## config.mk

```make
export PLATFORM = sky130hd
export DESIGN_NAME = obstacle_line_scanner
export DESIGN_NICKNAME = d
export VERILOG_FILES = /design/src/rtl/horizon_pkg.sv /design/src/rtl/obstacle_pkg.sv /design/src/rtl/obstacle_scan_pkg.sv /design/src/rtl/obstacle_slot_hit.sv /design/src/rtl/obstacle_line_scanner.sv
export SDC_FILE = /design/constraint.sdc
export NUM_CORES = 1
export LEC_CHECK = 0
export ABC_AREA = 1
export CORE_AREA = 2 2 265 240
export CTS_CLUSTER_DIAMETER = 150
export DETAILED_ROUTE_END_ITERATION = 6
export DIE_AREA = 0 0 267 242
export DONT_BUFFER_PORTS = 1
export PLACE_DENSITY_LB_ADDON = 0.2
export SYNTH_ARGS = -nofsm -noshare
export SYNTH_HDL_FRONTEND = slang
export SYNTH_SLANG_ARGS = --single-unit
```

## constraint.sdc

```tcl
create_clock -name clk -period 11.9 [get_ports clk]
set_input_delay 2.38 -clock clk [delete_from_list [all_inputs] [get_ports clk]]
set_output_delay 2.38 -clock clk [all_outputs]
set_load 0.01 [all_outputs]
```

## src/rtl/horizon_pkg.sv

```systemverilog
// Playfield geometry shared by the horizon obstacle pipeline.
package horizon_pkg;
    localparam int MAX_OBSTACLES = 7;
    localparam int GAME_WIDTH    = 640;
endpackage

```

## src/rtl/obstacle_pkg.sv

```systemverilog
// Obstacle sprite types shared between horizon and the sprite blitter.
package obstacle_pkg;
    typedef logic [2:0] frame_t;
endpackage

```

## src/rtl/obstacle_scan_pkg.sv

```systemverilog
// Types for the per-scanline obstacle reader: FSM states, shadow slot and draw request.
package obstacle_scan_pkg;
    typedef enum logic [1:0] {
        ST_IDLE = 2'd0,
        ST_SCAN = 2'd1,
        ST_EMIT = 2'd2,
        ST_DONE = 2'd3
    } state_t;

    typedef struct packed {
        logic                 start;
        logic signed [10:0]   x;
        logic [9:0]           y;
        logic [9:0]           w;
        logic [9:0]           h;
        obstacle_pkg::frame_t frame;
    } slot_t;

    typedef struct packed {
        logic [2:0]           slot;
        logic signed [10:0]   x_begin;
        logic signed [10:0]   x_end;
        logic [9:0]           row;
        obstacle_pkg::frame_t frame;
    } draw_req_t;
endpackage

```

## src/rtl/obstacle_slot_hit.sv

```systemverilog
// Combinational line/slot intersection test and horizontal clip for one shadow slot.
// Horizontal test and clipping are built only when OBSTACLE_SCAN_CLIP_EN is defined.
module obstacle_slot_hit
    import obstacle_scan_pkg::*;
#(
    parameter int GAME_WIDTH = horizon_pkg::GAME_WIDTH
) (
    input  slot_t              slot_i,
    input  logic [9:0]         line_y_i,
    output logic               hit_o,
    output logic signed [10:0] x_begin_o,
    output logic signed [10:0] x_end_o,
    output logic [9:0]         row_o
);
    // Clipped coordinates are carried in signed 11 bits, so the line width must fit there.
    if (GAME_WIDTH < 1 || GAME_WIDTH > 1023) begin : g_bad_width
        $error("obstacle_slot_hit: GAME_WIDTH out of range");
    end

    logic [10:0] y_end;
    logic        v_hit;

    assign y_end = {1'b0, slot_i.y} + {1'b0, slot_i.h};
    assign v_hit = slot_i.start && (slot_i.w != 10'd0) && (slot_i.h != 10'd0) &&
                   (line_y_i >= slot_i.y) && ({1'b0, line_y_i} < y_end);
    assign row_o = line_y_i - slot_i.y;

`ifdef OBSTACLE_SCAN_CLIP_EN
    localparam logic signed [11:0] GW = 12'(GAME_WIDTH);
    logic signed [11:0] x_w;
    logic signed [11:0] x_ext;

    assign x_ext     = {slot_i.x[10], slot_i.x};
    assign x_w       = x_ext + $signed({2'b00, slot_i.w});
    assign hit_o     = v_hit && (x_w > 12'sd0) && (x_ext < GW);
    assign x_begin_o = slot_i.x[10] ? 11'sd0 : slot_i.x;
    assign x_end_o   = (x_w > GW) ? GW[10:0] : x_w[10:0];
`else
    assign hit_o     = v_hit;
    assign x_begin_o = slot_i.x;
    assign x_end_o   = slot_i.x + $signed({1'b0, slot_i.w});
`endif
endmodule

```

## src/rtl/obstacle_line_scanner.sv

```systemverilog
// Per-scanline obstacle reader: snapshots slots on line_start and emits one draw request per hit.
// Optional horizontal clipping via OBSTACLE_SCAN_CLIP_EN (in obstacle_slot_hit).
module obstacle_line_scanner
    import obstacle_scan_pkg::*;
#(
    parameter int MAX_OBSTACLES = horizon_pkg::MAX_OBSTACLES,
    parameter int GAME_WIDTH    = horizon_pkg::GAME_WIDTH
) (
    input  logic                 clk,
    input  logic                 rst,
    input  logic                 line_start,
    input  logic [9:0]           line_y,
    input  logic                 obj_start  [MAX_OBSTACLES],
    input  logic signed [10:0]   obj_x_pos  [MAX_OBSTACLES],
    input  logic [9:0]           obj_y_pos  [MAX_OBSTACLES],
    input  logic [9:0]           obj_width  [MAX_OBSTACLES],
    input  logic [9:0]           obj_height [MAX_OBSTACLES],
    input  obstacle_pkg::frame_t obj_frame  [MAX_OBSTACLES],
    output logic                 req_valid,
    input  logic                 req_ready,
    output logic [2:0]           req_slot,
    output logic signed [10:0]   req_x_begin,
    output logic signed [10:0]   req_x_end,
    output logic [9:0]           req_row,
    output obstacle_pkg::frame_t req_frame,
    output logic                 busy,
    output logic                 done,
    output logic                 overrun,
    output state_t               state_dbg
);
    // Handshake: req_valid rises only with all req_* fields registered; both stay
    // unchanged until a cycle with req_valid && req_ready, after which valid drops.
    state_t             state_q, state_d;
    logic [2:0]         idx_q, idx_d;
    draw_req_t          req_q, req_d;
    logic [9:0]         line_y_q;
    slot_t              shadow_q [MAX_OBSTACLES];
    logic               capture;
    logic               last;
    logic               hit;
    logic signed [10:0] hit_xb, hit_xe;
    logic [9:0]         hit_row;

    obstacle_slot_hit #(.GAME_WIDTH(GAME_WIDTH)) u_hit (
        .slot_i    (shadow_q[idx_q]),
        .line_y_i  (line_y_q),
        .hit_o     (hit),
        .x_begin_o (hit_xb),
        .x_end_o   (hit_xe),
        .row_o     (hit_row)
    );

    assign last = (idx_q == 3'(MAX_OBSTACLES - 1));

    always_comb begin
        state_d = state_q;
        idx_d   = idx_q;
        req_d   = req_q;
        capture = 1'b0;
        unique case (state_q)
            ST_IDLE: begin
                if (line_start) begin
                    capture = 1'b1;
                    idx_d   = 3'd0;
                    state_d = ST_SCAN;
                end
            end
            ST_SCAN: begin
                if (hit) begin
                    req_d.slot    = idx_q;
                    req_d.x_begin = hit_xb;
                    req_d.x_end   = hit_xe;
                    req_d.row     = hit_row;
                    req_d.frame   = shadow_q[idx_q].frame;
                    state_d       = ST_EMIT;
                end else if (last) begin
                    state_d = ST_DONE;
                end else begin
                    idx_d = idx_q + 3'd1;
                end
            end
            ST_EMIT: begin
                if (req_ready) begin
                    if (last) begin
                        state_d = ST_DONE;
                    end else begin
                        idx_d   = idx_q + 3'd1;
                        state_d = ST_SCAN;
                    end
                end
            end
            ST_DONE: state_d = ST_IDLE;
            default: state_d = ST_IDLE;
        endcase
    end

    always_ff @(posedge clk) begin
        if (rst) begin
            state_q  <= ST_IDLE;
            idx_q    <= 3'd0;
            req_q    <= '0;
            line_y_q <= 10'd0;
            for (int i = 0; i < MAX_OBSTACLES; i++) begin
                shadow_q[i] <= '0;
            end
        end else begin
            state_q <= state_d;
            idx_q   <= idx_d;
            req_q   <= req_d;
            // Snapshot so slot updates from horizon mid-line cannot tear the scan.
            if (capture) begin
                line_y_q <= line_y;
                for (int i = 0; i < MAX_OBSTACLES; i++) begin
                    shadow_q[i].start <= obj_start[i];
                    shadow_q[i].x     <= obj_x_pos[i];
                    shadow_q[i].y     <= obj_y_pos[i];
                    shadow_q[i].w     <= obj_width[i];
                    shadow_q[i].h     <= obj_height[i];
                    shadow_q[i].frame <= obj_frame[i];
                end
            end
        end
    end

    assign req_valid   = (state_q == ST_EMIT);
    assign req_slot    = req_q.slot;
    assign req_x_begin = req_q.x_begin;
    assign req_x_end   = req_q.x_end;
    assign req_row     = req_q.row;
    assign req_frame   = req_q.frame;
    assign busy        = (state_q != ST_IDLE);
    assign done        = (state_q == ST_DONE);
    assign overrun     = line_start && busy;
    assign state_dbg   = state_q;
endmodule

```

; Yosys cells after proc, flatten, opt, wreduce, memory -nomap -nowiden
; Memory sizes are Yosys's and may differ from the RTL's. A register that Yosys moved wholly into a read port is not among the register bits.
; Index checks and enable logic that the tools add are counted.
; W data, S select, Z words.
[op_classes]
n_addsub = 4
eq_ne = 8
order_cmp = 2
reduce_logical = 13
n_bitwise = 42
n_mux = 62
[op_table]
columns = op, count
row1 = $mux W10, 21
row2 = $mux W11, 7
row3 = $or A1 B1 Y1, 42
row4 = $mux W3, 13
row5 = $reduce_bool A10 Y1, 2
row6 = $mux W1, 14
row7 = $add A10 B10 Y11, 1
row8 = $add A11 B11 Y11, 1
row9 = $lt A10 B11 Y1, 1
row10 = $ge A10 B10 Y1, 1
row11 = $mux W2, 5
row12 = $sub A10 B10 Y10, 1
row13 = $pmux W3 S3, 1
row14 = $pmux W2 S4, 1
row15 = $logic_and A1 B1 Y1, 5
row16 = $eq A2 B2 Y1 const B, 2
row17 = $ne A2 B2 Y1 const B, 2
row18 = $reduce_and A4 Y1, 1
row19 = $add A3 B1 Y3 const B, 1
row20 = $eq A3 B3 Y1 const B, 1
row21 = $ne A3 B3 Y1 const B, 1
row22 = $reduce_and A3 Y1, 1
row23 = $reduce_bool A3 Y1, 1
row24 = $eq A2 B1 Y1 const B, 1
row25 = other kinds (4), 4
[word_totals]
elab_cells = 140
ramBits = 315
out_inout_bits = 44
register_bits = 53
mem_count = 1
[mem_list]
columns = memory, depth, word_bits, rd, rd_ports_with_merged_regs, wr, line
row1 = shadow_q, 7, 45, 1, 1, 7, obstacle_line_scanner.sv:37  ; slot_t shadow_q [MAX_OBSTACLES];

; Longest topological paths before layout
[depth]
ltp_word = 9
depth_mapped = 30
depth_no_buf = 28

; Hierarchy
; A second synthesis with hierarchy kept.
[unflattened]
hier_cells = 2110
hier_area_um2 = 18848.1
[modules_own_cells]
columns = module, cells_each, n_inst, area_each_um2, seq_area_each_um2
row1 = obstacle_line_scanner, 1820, 1, 17058.9, 10580.1
row2 = obstacle_slot_hit, 290, 1, 1789.2, 0.0

; Worst setup path after synthesis
; OpenSTA, ideal clock, no wires.
[synth_timing]
path_kind = input -> register
from = input port rst
to = memory shadow_q[0][0] (netlist bit) (enable)
n_path_buf = 2
setup_ns = 0.802
slack_ns = -0.324
path_stages = 4
t_required_ns = 11.098
arrival_ns = 11.422
cell_sequence = clkbuf_1 inv_1 o21ai_0 clkbuf_1
[synth_lines]
columns = item, line
row1 = from (decl), obstacle_line_scanner.sv:10  ; input logic rst,
row2 = to (decl), obstacle_line_scanner.sv:37

==> out/summary.txt <==
CTS Buf Count = 44
Port Buffers = 0
Full die area = 0.0646 sq mm
Worst IR Drop VDD = 0.116 mV
Seq pwr share = 36.6%
Net Sw Frac = 39.6%
NetSw = 2070 uW
Syn_nets = 2485
Post-CTS Resized = 0
Worst hold endpoint = line_y_q[9]
Hold Path Origin = line_y_q[9]
Final slew viol count = 0
Nets = 2435
Setup Skew = 21.3 ps
DR pass1 iterations = 5
Antenna viol nets, final = 0
Syn. warnings = 0
HP Class = flop to flop
Setup TNS = 0 ps
Top fanout value on the critical path = 72
Yosys reg bits = 371
Worst EP required = 12380 ps
WL per Instance = 19.4 um
Clk buf depth = 3
Initial antenna violation count = 3
Drt initial violations = 1142
First-pass GRT wire length = 84800 um
Final setup vio count = 0
TritonCTS clock tree = yes
Number of diodes = 0
CP max stage delay = 880 ps
Via/cell ratio = 4.65
Final RePlAce weighted congestion = 0.860
Site Rows = 87
Synth-to-Final Area Change = 11.5%
Pre-CTS setup slack = 5530 ps
Clk sink count = 371
Type of origin of the critical path = flop
Cell Int Power = 3160 uW
Hold Slack = 523 ps
Worst setup margin = 5680 ps
Relative slew slack = 11.7%
Worst-Skew Late Latency = 570 ps
Critical path arrival = 6700 ps
Initial core utilization = 29.6%
Worst R2R Setup Slack = 5680 ps
Slew @ Worst Pin = 1320 ps
Drt drc = 0
Largest net degree at the start of global routing = 182
Final period util = 52.3%
Synth cell types = 35
Clk network pwr share = 25.2%
Post-layout min period = 6220 ps
Final core utilization = 33.0%
Postcts setup bufs = 0
Storage element area = 0.0106 sq mm
Most Frequent Cell on Critical Path = nand2_1
EDFF count, synth = 315
PD cells = 255 mW/mm^2
Die span in x = 267 um
Htree depth = 2
Status = finished, final reports clean
Cts hold-fix bufs = 0
Synth Cell Area = 0.0184 sq mm
Fillers = 6561
Hold path depth = 2
Max Clock Freq = 161 MHz
Slowest library cell on the worst path = nand4_2
Global-route usage over all layers = 17.4%
Async S/R FF share, synth = 0%
Vias in the first global route = 14100
IO Pins = 373
Prevailing post-synth register cell = edfxtp_1
Overflow after GRT = 0
Final wirelength = 56900 um
Maxcap violations = 0
Root buf cell = clkbuf_16
Cells after Synth = 2108
Layout cells sized above 1 = 4.35%
Leakage power total = 0.00933 uW
Register area share after synthesis = 57.5%
Synthesized area per cell = 8.73 sq um
Footprint of the multi-input gates = 0.00587 sq mm
CORE AREA = 0.0622 sq mm
Clock Pin Slew Worst Setup and Hold Paths = 60 ps
Crit end category = flop
RSZ-0062 raised after global routing = no
Reg2Reg Depth = 29
Routed vias = 13700
Combinational power share = 38.2%
Die span in y = 242 um
Worst setup path category = flop to flop
Final Hold Fails = 0
Dpl hpwl = 40000 um
==> power by group through the flow <==
stage | Combinational, uW | Sequential (uW) | Clock [uW]
6_report | 2000 | 1910 | 1320
5_1_grt | 2280 | 1940 | 1410
4_1_cts | 2020 | 1920 | 1360
3_5_place_dp | 2010 | 1940 | 0
3_3_place_gp | 1980 | 1940 | 0
2_1_floorplan | 1470 | 1890 | 0
==> through the flow <==
| stage | cell area, sq um | total power, uW | std cells |
|---|---|---|---|
| after floorplan | 18400 | 3350 | 2108 |
| after global placement | 19100 | 3920 | 2857 |
| after detailed placement | 19100 | 3950 | 2857 |
| after CTS | 20500 | 5290 | 2935 |
| after global routing | 20500 | 5630 | 2935 |
| final | 20500 | 5230 | 2935 |
==> kinds of logic (layout without fill, tap and decap cells) <==
logic type | after synthesis | after routing | share of synthesized area, %
and+or+nand+nor | 843 | 843 | 18.0
DFF | 371 | 371 | 57.5
muxes | 10 | 10 | 0.544
xor gates and xnor gates | 23 | 23 | 1.09
AOI/OAI and AO/OA | 302 | 302 | 8.72
buffers and inverters | 511 | 493 | 10.8
adders and majority gates | 48 | 48 | 3.39
==> layout make-up <==
type                    instances  area share (%)
clock buffers                  49            5.46
clock inverters                29            1.32
inverters                     402            7.38
multi-input cells            1226            28.6
flip-flops and latches        371            51.6
well taps                     845            5.15
repair buffers                 13           0.536
==> sequential cells by signal (all words and copies together), names as in the netlist, named ones only <==
name	count
idx_q	3
line_y_q	10
req_frame	3
req_row	10
req_slot	3
req_x_begin	11
req_x_end	11
shadow_q	315
state_dbg	2
==> worst max path at each step <==
stage               from              to  slack (ps)  cells after the start
detailed placement  flop            flop        5530                     29
CTS                 flop            flop        5510                     29
global route        flop            flop        4820                     29
finish              flop            flop        5680                     29
global placement    flop            flop        5670                     29
floorplan            rst  shadow_q[0][0]        4530                      4
==> worst max-delay path: cells and delay by family (launching register included) <==
family          cells  cell delay [ps]
compound gates      4              620
xor+xnor            1              140
fa+ha+maj           2              640
buf+inv             5             1240
flops               1              860
simple gates       17             2560
==> layout by cell type (no fill, tap or decap), types with 33 or more instances in the layout <==
| cell type | netlist | routed |
|---|---|---|
| nand2_1 | 355 | 355 |
| ha_1 | 45 | 45 |
| inv_1 | 397 | 397 |
| clkbuf_16 | 0 | 44 |
| a21oi_1 | 143 | 143 |
| nand3_1 | 78 | 77 |
| o21ai_0 | 89 | 88 |
| edfxtp_1 | 315 | 315 |
| nor2_1 | 390 | 390 |
| o22ai_1 | 33 | 33 |
| dfxtp_1 | 56 | 53 |
==> cell usage after synthesis (3+ instances only) <==
library cell  count  share of area, %
inv_1           397               8.1
o21ai_1          16              0.44
buf_1            11              0.22
inv_2             4             0.082
o211ai_1         11              0.45
nand2_1         355               7.2
clkbuf_1         69               1.4
ha_1             45               3.1
buf_4            10              0.41
xor2_1           15              0.71
edfxtp_1        315                51
nor2_1          390               8.0
or2_2             3              0.10
nand4_1           5              0.17
dfxtp_1          56               6.1
fa_1              3              0.33
mux2i_1          10              0.54
a21oi_1         143               3.9
nand3_1          78               2.1
a21o_1            4              0.16
xnor2_1           8              0.38
nor3_1            5              0.14
o22ai_1          33               1.1
or2_0             3              0.10
buf_2            19              0.52
o21ai_0          89               2.4
==> routing by layer <==
metal	track usage (%)	share of wire, %
met1	23.0	45
met2	28.9	47
met3	3.76	6.1
met4	4.41	2.0
met5	0	0.032
Note: power is estimated with default switching activity, not from simulation.
